$ cat src/rtl/usb_rx_rcu_if.sv
// usb_rx_rcu_if: bundle between front end/timer (master: d_edge, eop, shift_en, byte_received, eop_1_comp, eop_comp, address_comp, rcv_data) and the rcu (slave: timer enables, FIFO strobes, packet status)
interface usb_rx_rcu_if;
  logic       d_edge;
  logic       eop;
  logic       shift_en;
  logic       byte_received;
  logic       eop_1_comp;
  logic       eop_comp;
  logic       address_comp;
  logic [7:0] rcv_data;
  logic       rx_transfer_active;
  logic       addr_en;
  logic       eop_en;
  logic       rcving;
  logic       w_enable;
  logic       flush;
  logic       rx_data_ready;
  logic [3:0] rx_packet;
  logic       r_error;
  modport master (
    output d_edge, eop, shift_en, byte_received, eop_1_comp, eop_comp, address_comp, rcv_data,
    input  rx_transfer_active, addr_en, eop_en, rcving, w_enable, flush, rx_data_ready, rx_packet, r_error
  );
  modport slave (
    input  d_edge, eop, shift_en, byte_received, eop_1_comp, eop_comp, address_comp, rcv_data,
    output rx_transfer_active, addr_en, eop_en, rcving, w_enable, flush, rx_data_ready, rx_packet, r_error
  );
endinterface

$ cat src/rtl/usb_rx_rcu.sv
// usb_rx_rcu: USB FS receive control unit; clk/rst plus bus (slave) taking line/timer strobes and driving timer enables, FIFO write/flush and registered packet status
module usb_rx_rcu #(
  parameter int         MAX_BYTES = 66,
  parameter logic [7:0] SYNC_BYTE = 8'h80
) (
  input logic         clk,
  input logic         rst,
  usb_rx_rcu_if.slave bus
);
  typedef enum logic [3:0] {IDLE, SYNC_WAIT, PID_WAIT, ADDR, DATA, EOP_WAIT, DONE, ERR, ERR_IDLE} state_t;
  localparam logic [6:0] CNT_OVF = 7'(MAX_BYTES + 1);
  state_t     state_q, state_d;
  logic       byte_received_q, eop_q;
  logic       bits_pending_q, bits_pending_d;
  logic [6:0] byte_cnt_q, byte_cnt_d;
  logic [3:0] code_q, code_d;
  logic [3:0] pid_code;
  logic       active_q, active_d;
  logic       addr_en_q, addr_en_d;
  logic       eop_en_q, eop_en_d;
  logic       w_enable_q, w_enable_d;
  logic       flush_q, flush_d;
  logic       ready_q, ready_d;
  logic [3:0] packet_q, packet_d;
  logic       r_error_q, r_error_d;
  logic       byte_ev, eop_fall;
  logic [6:0] cnt_inc;
  assign byte_ev  = bus.byte_received & ~byte_received_q;
  assign eop_fall = eop_q & ~bus.eop;
  assign cnt_inc  = byte_cnt_q + 7'd1;
  always_ff @(posedge clk or posedge rst)
    if (rst) begin
      state_q         <= IDLE;
      byte_received_q <= 1'b0;
      eop_q           <= 1'b0;
      bits_pending_q  <= 1'b0;
      byte_cnt_q      <= 7'd0;
      code_q          <= 4'd0;
      active_q        <= 1'b0;
      addr_en_q       <= 1'b0;
      eop_en_q        <= 1'b0;
      w_enable_q      <= 1'b0;
      flush_q         <= 1'b0;
      ready_q         <= 1'b0;
      packet_q        <= 4'd0;
      r_error_q       <= 1'b0;
    end else begin
      state_q         <= state_d;
      byte_received_q <= bus.byte_received;
      eop_q           <= bus.eop;
      bits_pending_q  <= bits_pending_d;
      byte_cnt_q      <= byte_cnt_d;
      code_q          <= code_d;
      active_q        <= active_d;
      addr_en_q       <= addr_en_d;
      eop_en_q        <= eop_en_d;
      w_enable_q      <= w_enable_d;
      flush_q         <= flush_d;
      ready_q         <= ready_d;
      packet_q        <= packet_d;
      r_error_q       <= r_error_d;
    end
  always_comb begin
    pid_code = 4'd0;
    if (bus.rcv_data[3:0] == ~bus.rcv_data[7:4])
      case (bus.rcv_data[3:0])
        4'b0001: pid_code = 4'd1;
        4'b1001: pid_code = 4'd2;
        4'b1101: pid_code = 4'd3;
        4'b0011: pid_code = 4'd4;
        4'b1011: pid_code = 4'd5;
        4'b0010: pid_code = 4'd6;
        4'b1010: pid_code = 4'd7;
        4'b1110: pid_code = 4'd8;
        default: pid_code = 4'd0;
      endcase
    bits_pending_d = byte_ev ? 1'b0 : bus.shift_en ? 1'b1 : bits_pending_q;
    byte_cnt_d     = state_q != DATA ? 7'd0 : byte_ev ? cnt_inc : byte_cnt_q;
    code_d         = state_q == PID_WAIT && byte_ev ? pid_code : code_q;
    state_d        = state_q;
    case (state_q)
      IDLE:      if (bus.d_edge) state_d = SYNC_WAIT;
      SYNC_WAIT: if (byte_ev) state_d = bus.rcv_data == SYNC_BYTE ? PID_WAIT : ERR;
      PID_WAIT:  if (byte_ev) state_d = pid_code == 4'd0 ? ERR : pid_code <= 4'd3 ? ADDR : pid_code <= 4'd5 ? DATA : EOP_WAIT;
      ADDR:      state_d = bus.address_comp ? EOP_WAIT : bus.eop ? ERR : ADDR;
      DATA:
        if (byte_ev) state_d = cnt_inc == CNT_OVF ? ERR : DATA;
        else if (bus.eop) state_d = bits_pending_q || byte_cnt_q < 7'd2 ? ERR : EOP_WAIT;
      EOP_WAIT:  state_d = bus.eop_comp ? DONE : byte_ev || eop_fall ? ERR : EOP_WAIT;
      DONE:      state_d = IDLE;
      ERR:       if (bus.eop_comp) state_d = ERR_IDLE;
      ERR_IDLE:  if (bus.d_edge) state_d = SYNC_WAIT;
      default:   state_d = IDLE;
    endcase
  end
  always_comb begin
    active_d   = !(state_d inside {IDLE, ERR_IDLE});
    addr_en_d  = state_d == ADDR;
    eop_en_d   = (state_d inside {EOP_WAIT, ERR}) && bus.eop;
    w_enable_d = state_q == DATA && byte_ev && cnt_inc != CNT_OVF;
    flush_d    = state_q == PID_WAIT && state_d == DATA;
    ready_d    = state_d == DONE;
    packet_d   = state_d == DONE ? code_q : 4'd0;
    r_error_d  = state_d inside {ERR, ERR_IDLE};
  end
  assign bus.rx_transfer_active = active_q;
  assign bus.rcving             = active_q;
  assign bus.addr_en            = addr_en_q;
  assign bus.eop_en             = eop_en_q;
  assign bus.w_enable           = w_enable_q;
  assign bus.flush              = flush_q;
  assign bus.rx_data_ready      = ready_q;
  assign bus.rx_packet          = packet_q;
  assign bus.r_error            = r_error_q;
endmodule
$ cat src/flat_wrapper.sv
// flat-port wrapper written by rule: the top's interface ports become plain ports
module usb_rx_rcu_flat 
#(
  parameter int         MAX_BYTES = 66,
  parameter logic [7:0] SYNC_BYTE = 8'h80
)
  (clk, rst, bus_d_edge, bus_eop, bus_shift_en, bus_byte_received, bus_eop_1_comp, bus_eop_comp, bus_address_comp, bus_rcv_data, bus_rx_transfer_active, bus_addr_en, bus_eop_en, bus_rcving, bus_w_enable, bus_flush, bus_rx_data_ready, bus_rx_packet, bus_r_error);
  usb_rx_rcu_if bus_i ();
  input logic clk;
  input logic rst;
  input wire logic [$bits(bus_i.d_edge)-1:0] bus_d_edge;
  input wire logic [$bits(bus_i.eop)-1:0] bus_eop;
  input wire logic [$bits(bus_i.shift_en)-1:0] bus_shift_en;
  input wire logic [$bits(bus_i.byte_received)-1:0] bus_byte_received;
  input wire logic [$bits(bus_i.eop_1_comp)-1:0] bus_eop_1_comp;
  input wire logic [$bits(bus_i.eop_comp)-1:0] bus_eop_comp;
  input wire logic [$bits(bus_i.address_comp)-1:0] bus_address_comp;
  input wire logic [$bits(bus_i.rcv_data)-1:0] bus_rcv_data;
  output wire logic [$bits(bus_i.rx_transfer_active)-1:0] bus_rx_transfer_active;
  output wire logic [$bits(bus_i.addr_en)-1:0] bus_addr_en;
  output wire logic [$bits(bus_i.eop_en)-1:0] bus_eop_en;
  output wire logic [$bits(bus_i.rcving)-1:0] bus_rcving;
  output wire logic [$bits(bus_i.w_enable)-1:0] bus_w_enable;
  output wire logic [$bits(bus_i.flush)-1:0] bus_flush;
  output wire logic [$bits(bus_i.rx_data_ready)-1:0] bus_rx_data_ready;
  output wire logic [$bits(bus_i.rx_packet)-1:0] bus_rx_packet;
  output wire logic [$bits(bus_i.r_error)-1:0] bus_r_error;
  assign bus_i.d_edge = bus_d_edge;
  assign bus_i.eop = bus_eop;
  assign bus_i.shift_en = bus_shift_en;
  assign bus_i.byte_received = bus_byte_received;
  assign bus_i.eop_1_comp = bus_eop_1_comp;
  assign bus_i.eop_comp = bus_eop_comp;
  assign bus_i.address_comp = bus_address_comp;
  assign bus_i.rcv_data = bus_rcv_data;
  assign bus_rx_transfer_active = bus_i.rx_transfer_active;
  assign bus_addr_en = bus_i.addr_en;
  assign bus_eop_en = bus_i.eop_en;
  assign bus_rcving = bus_i.rcving;
  assign bus_w_enable = bus_i.w_enable;
  assign bus_flush = bus_i.flush;
  assign bus_rx_data_ready = bus_i.rx_data_ready;
  assign bus_rx_packet = bus_i.rx_packet;
  assign bus_r_error = bus_i.r_error;
  usb_rx_rcu #(.MAX_BYTES(MAX_BYTES), .SYNC_BYTE(SYNC_BYTE)) u_core (.clk(clk), .rst(rst), .bus(bus_i));
endmodule
$ cat config.mk
export PLATFORM = sky130hd
export DESIGN_NAME = usb_rx_rcu_flat
export DESIGN_NICKNAME = d
export VERILOG_FILES = /design/src/rtl/usb_rx_rcu_if.sv /design/src/rtl/usb_rx_rcu.sv /design/src/flat_wrapper.sv
export SDC_FILE = /design/constraint.sdc
export NUM_CORES = 1
export LEC_CHECK = 0
export CAP_MARGIN = 20
export CELL_PAD_IN_SITES_DETAIL_PLACEMENT = 1
export CELL_PAD_IN_SITES_GLOBAL_PLACEMENT = 1
export CORE_MARGIN = 4
export CORE_UTILIZATION = 35
export CTS_BUF_LIST = sky130_fd_sc_hd__clkbuf_4
export DETAILED_ROUTE_END_ITERATION = 10
export PLACE_DENSITY = 0.85
export SETUP_SLACK_MARGIN = 0.5
export SLEW_MARGIN = 15
export SYNTH_ARGS = -nofsm -noshare
export SYNTH_HDL_FRONTEND = slang
export SYNTH_SLANG_ARGS = --single-unit
export TNS_END_PERCENT = 50
$ cat constraint.sdc
create_clock -name clk -period 2 [get_ports clk]
set_input_delay 0.4 -clock clk [delete_from_list [all_inputs] [get_ports clk]]
set_output_delay 0.4 -clock clk [all_outputs]
set_load 0.01 [all_outputs]
==> results of run 1 <==
==> report_power, final <==
part | internal [uW] | switching, uW | leakage, uW
combinational | 562 | 696 | 0.000777
clock | 127 | 213 | 0.0000300
sequential | 675 | 42.3 | 0.000383
==> cell type report <==
| cell class | instances | area [um2] | share of cell area (%) |
|---|---|---|---|
| multi-input cells | 126 | 1040 | 39.4 |
| flip-flops and latches | 29 | 728 | 27.6 |
| repair buffers | 82 | 687 | 26.0 |
| well taps | 67 | 83.8 | 3.18 |
| inverters | 13 | 51.3 | 1.94 |
| clock buffers | 5 | 37.5 | 1.42 |
| clock inverters | 3 | 12.5 | 0.474 |
==> repair_timing <==
action                                  4_1_cts  5_1_grt
buffers inserted                             10        2
endpoints found under the setup margin       33       24
resized for setup                            56       12
cloned                                        0        0
pin swaps                                    19        9
==> cells in the mapped netlist (2+ instances only) <==
| library cell | count | area, um2 |
|---|---|---|
| a21oi_1 | 7 | 35.0 |
| buf_2 | 2 | 10.0 |
| buf_4 | 3 | 22.5 |
| dfrtp_1 | 29 | 726 |
| ha_1 | 5 | 62.6 |
| inv_1 | 11 | 41.3 |
| mux2i_1 | 2 | 20.0 |
| nand2_1 | 9 | 33.8 |
| nand2b_1 | 6 | 37.5 |
| nand3_1 | 8 | 40.0 |
| nand3b_1 | 3 | 22.5 |
| nand4_1 | 4 | 25.0 |
| nor2_1 | 16 | 60.1 |
| nor2b_1 | 3 | 18.8 |
| nor3_1 | 7 | 35.0 |
| nor3_2 | 5 | 50.1 |
| o211ai_1 | 4 | 30.0 |
| o21a_1 | 2 | 15.0 |
| o21ai_0 | 6 | 30.0 |
| o31ai_1 | 5 | 37.5 |
| or3_1 | 2 | 12.5 |
| xor2_1 | 6 | 52.6 |
==> per-stage QoR <==
step | power [uW] | std cells | instance area, um2 | setup TNS [ns] | hold slack, ns
finish | 2320 | 325 | 2640 | -0.158 | 0.287
global route | 2480 | 325 | 2640 | -1.10 | 0.267
CTS | 2250 | 323 | 2590 | -0.251 | 0.421
detailed placement | 1800 | 305 | 2360 | -6.19 | 0.468
global placement | 1730 | 305 | 2360 | -4.24 | 0.461
floorplan | 1320 | 174 | 1720 | 0 | 0.431
==> metal layers <==
layer / vias up / part of all wire [%]
li1: 787 / -
met1: 820 / 40
met2: 41 / 54
met3: 7 / 4.7
met4: 0 / 1.4
met5: - / 0
==> worst paths after layout <==
kind                                 startpoint                     end
min reg2reg                    u_core.code_q[3]        u_core.code_q[3]
min in group asynchronous                   rst    u_core.byte_cnt_q[2]
max in group asynchronous                   rst    u_core.byte_cnt_q[1]
min                           bus_byte_received  u_core.byte_received_q
max reg2reg                u_core.byte_cnt_q[1]        u_core.bus.flush
max                        u_core.byte_cnt_q[1]        u_core.bus.flush
==> flip-flops by register name (all words and copies together) (netlist names) <==
| register | cells |
|---|---|
| u_core.bus.rcving | 1 |
| u_core.bus.r_error | 1 |
| u_core.bus.eop_en | 1 |
| u_core.state_q | 4 |
| u_core.code_q | 4 |
| u_core.byte_cnt_q | 7 |
| u_core.bus.rx_data_ready | 1 |
| u_core.bus.w_enable | 1 |
| u_core.bits_pending_q | 1 |
| u_core.bus.flush | 1 |
| u_core.eop_q | 1 |
| u_core.byte_received_q | 1 |
| u_core.bus.rx_packet | 4 |
| u_core.bus.addr_en | 1 |
==> cells by family after synthesis <==
| family | Yosys count | synth area share (%) |
|---|---|---|
| multiplexers | 2 | 1.17 |
| buffers and inverters | 19 | 5.14 |
| adder cells (fa/ha/maj) | 5 | 3.67 |
| flip-flops | 29 | 42.6 |
| AND/OR/NAND/NOR | 75 | 26.1 |
| AO/OA/AOI/OAI | 37 | 17.8 |
| XOR/XNOR | 7 | 3.60 |
==> worst max-delay path, cell delays in order, from the launching register on <==
cell and delay [ns]:
dfrtp_2 0.47, buf_6 0.14, buf_4 0.13, nor4_2 0.25, o22ai_1 0.15, a2111oi_4 0.45
nor2_2 0.10, and4_1 0.24
==> impl_results.md, run 1 <==
* Max H-tree Level at 2
* Final #Nets at between 200 and 300
* Worst-path maximum fanout at 4
* Failing checks: setup timing
* Met2 usage at 36.5%
* CTS Hold Bufs at 0
* Number of global-route vias before repair at between 1.5k and 2k
* Worst Setup End Kind: flip-flop
* GRT busiest layer: met2
* DP Wirelength at 3650 um
* Min cycle time layout at around 2.1 ns
* Dominant synthesized flop cell: dfrtp_1
* Gr usage total at 19.7%
* Fin crit share at 103%
* Unique masters post-synth at 51
* Critical Path AT at 2.28 ns
* M1 GR Usage at 22.1%
* Diodes inserted at 0
* Setup WS post-layout at -0.0536 ns
* Crit path launch type: flip-flop
* RSZ-0062 raised after global routing: yes
* Placer Congestion at approximately 0.86
* Clock Skew at 0.0110 ns
* Pwr Density at between 800 and 900 nW/um2
* Largest net degree at the start of global routing at 30
* Area grow syn2layout at 54.8%
* Worst skew pair latency at between 0.3 and 0.4 ns
* Number of synthesized register bits at 29
* Worst R2R Setup Slack at -0.05 ns
* Setup violators final at 5
* Starting DRT DRC Count at 68
* First-pass GRT wire length at 9200 um
* Core area at around 4700 um2
* Clk root buf: clkbuf_4
* Avg Cell Area, Syn at approximately 9.8 um2
* Final WL at about 5300 um
* Clk buf depth at 2
* Drt first pass iters at 4
* Outcome: finished, violations left
* Worst slew margin at 75.0%
* Final-report max-slew violation count at 0
* Ports at 29
* Avg WL per Cell at approximately 16 um
* Commonest cells after routing, fill and taps aside: buf_4 (46), dfrtp_1 (27), dlygate4sd2_1 (18), nor2_1 (13)
* DRC violations left at 0
* DR vias at between 1.5k and 2k
* Commonest non-fill, non-tap cell in the layout: buf_4
* Worst vdd ir at 0.000360 V
* Synthesis Warnings at 0
* Fillers at 540
* Row Count at 25
* Die Y at a little under 80 um
* Worst Setup Path Type: flip-flop to flip-flop
* Layout cells sized above 1 at 41.1%
* Die area at roughly 6000 um2
* GR Overflow Total at 0
* Worst hold path type: primary input to flip-flop
* R2R cell count at 7
* Min-Delay Path Depth at 1
* Fin. Hold Viols at 0
* Final core utilization at about 56%
* CTS clk-pin slew, worst paths at roughly 0.090 ns
* Clock buffer count from CTS at 5
* Max Cap Viol at 0
* Die Wd at just under 80 um
* Place WS at -0.541 ns
* Initial antenna violation count at 0
* Sequential area share after synthesis at a little over two fifths
* Max Freq at between 0.4 and 0.5 GHz
* CTS tree: yes
* Required time of the critical path at around 2.2 ns
* Synth Cell Area at between 1500 and 2000 um2
* GRT met3 Usage at 4.64%
* Vias/cell at 5.09
* Cells after Synth at 174
* Initial core utilization at ~36%
* Post-route ant nets at 0
* Sink Count at 29
* Post-synth EDFFs at 0
* Synth Net Count at 196
* Async set or reset register ratio after synthesis at 100%
* Lkg Pwr at roughly 0.0012 uW
* PortBufs at 27
* Least-Margin Pin Slew at about 0.38 ns
Note: power is estimated with default switching activity, not from simulation.
==> run 2: changes to the inputs <==
--- a/config.mk
+++ b/config.mk
@@ -12,6 +12,7 @@
 export CORE_UTILIZATION = 35
 export CTS_BUF_LIST = sky130_fd_sc_hd__clkbuf_4
 export DETAILED_ROUTE_END_ITERATION = 10
+export GPL_ROUTABILITY_DRIVEN = 0
 export PLACE_DENSITY = 0.85
 export SETUP_SLACK_MARGIN = 0.5
 export SLEW_MARGIN = 15
==> results of run 2 <==
Same layout as run 1: the final DEF is identical, and so are final timing and power.
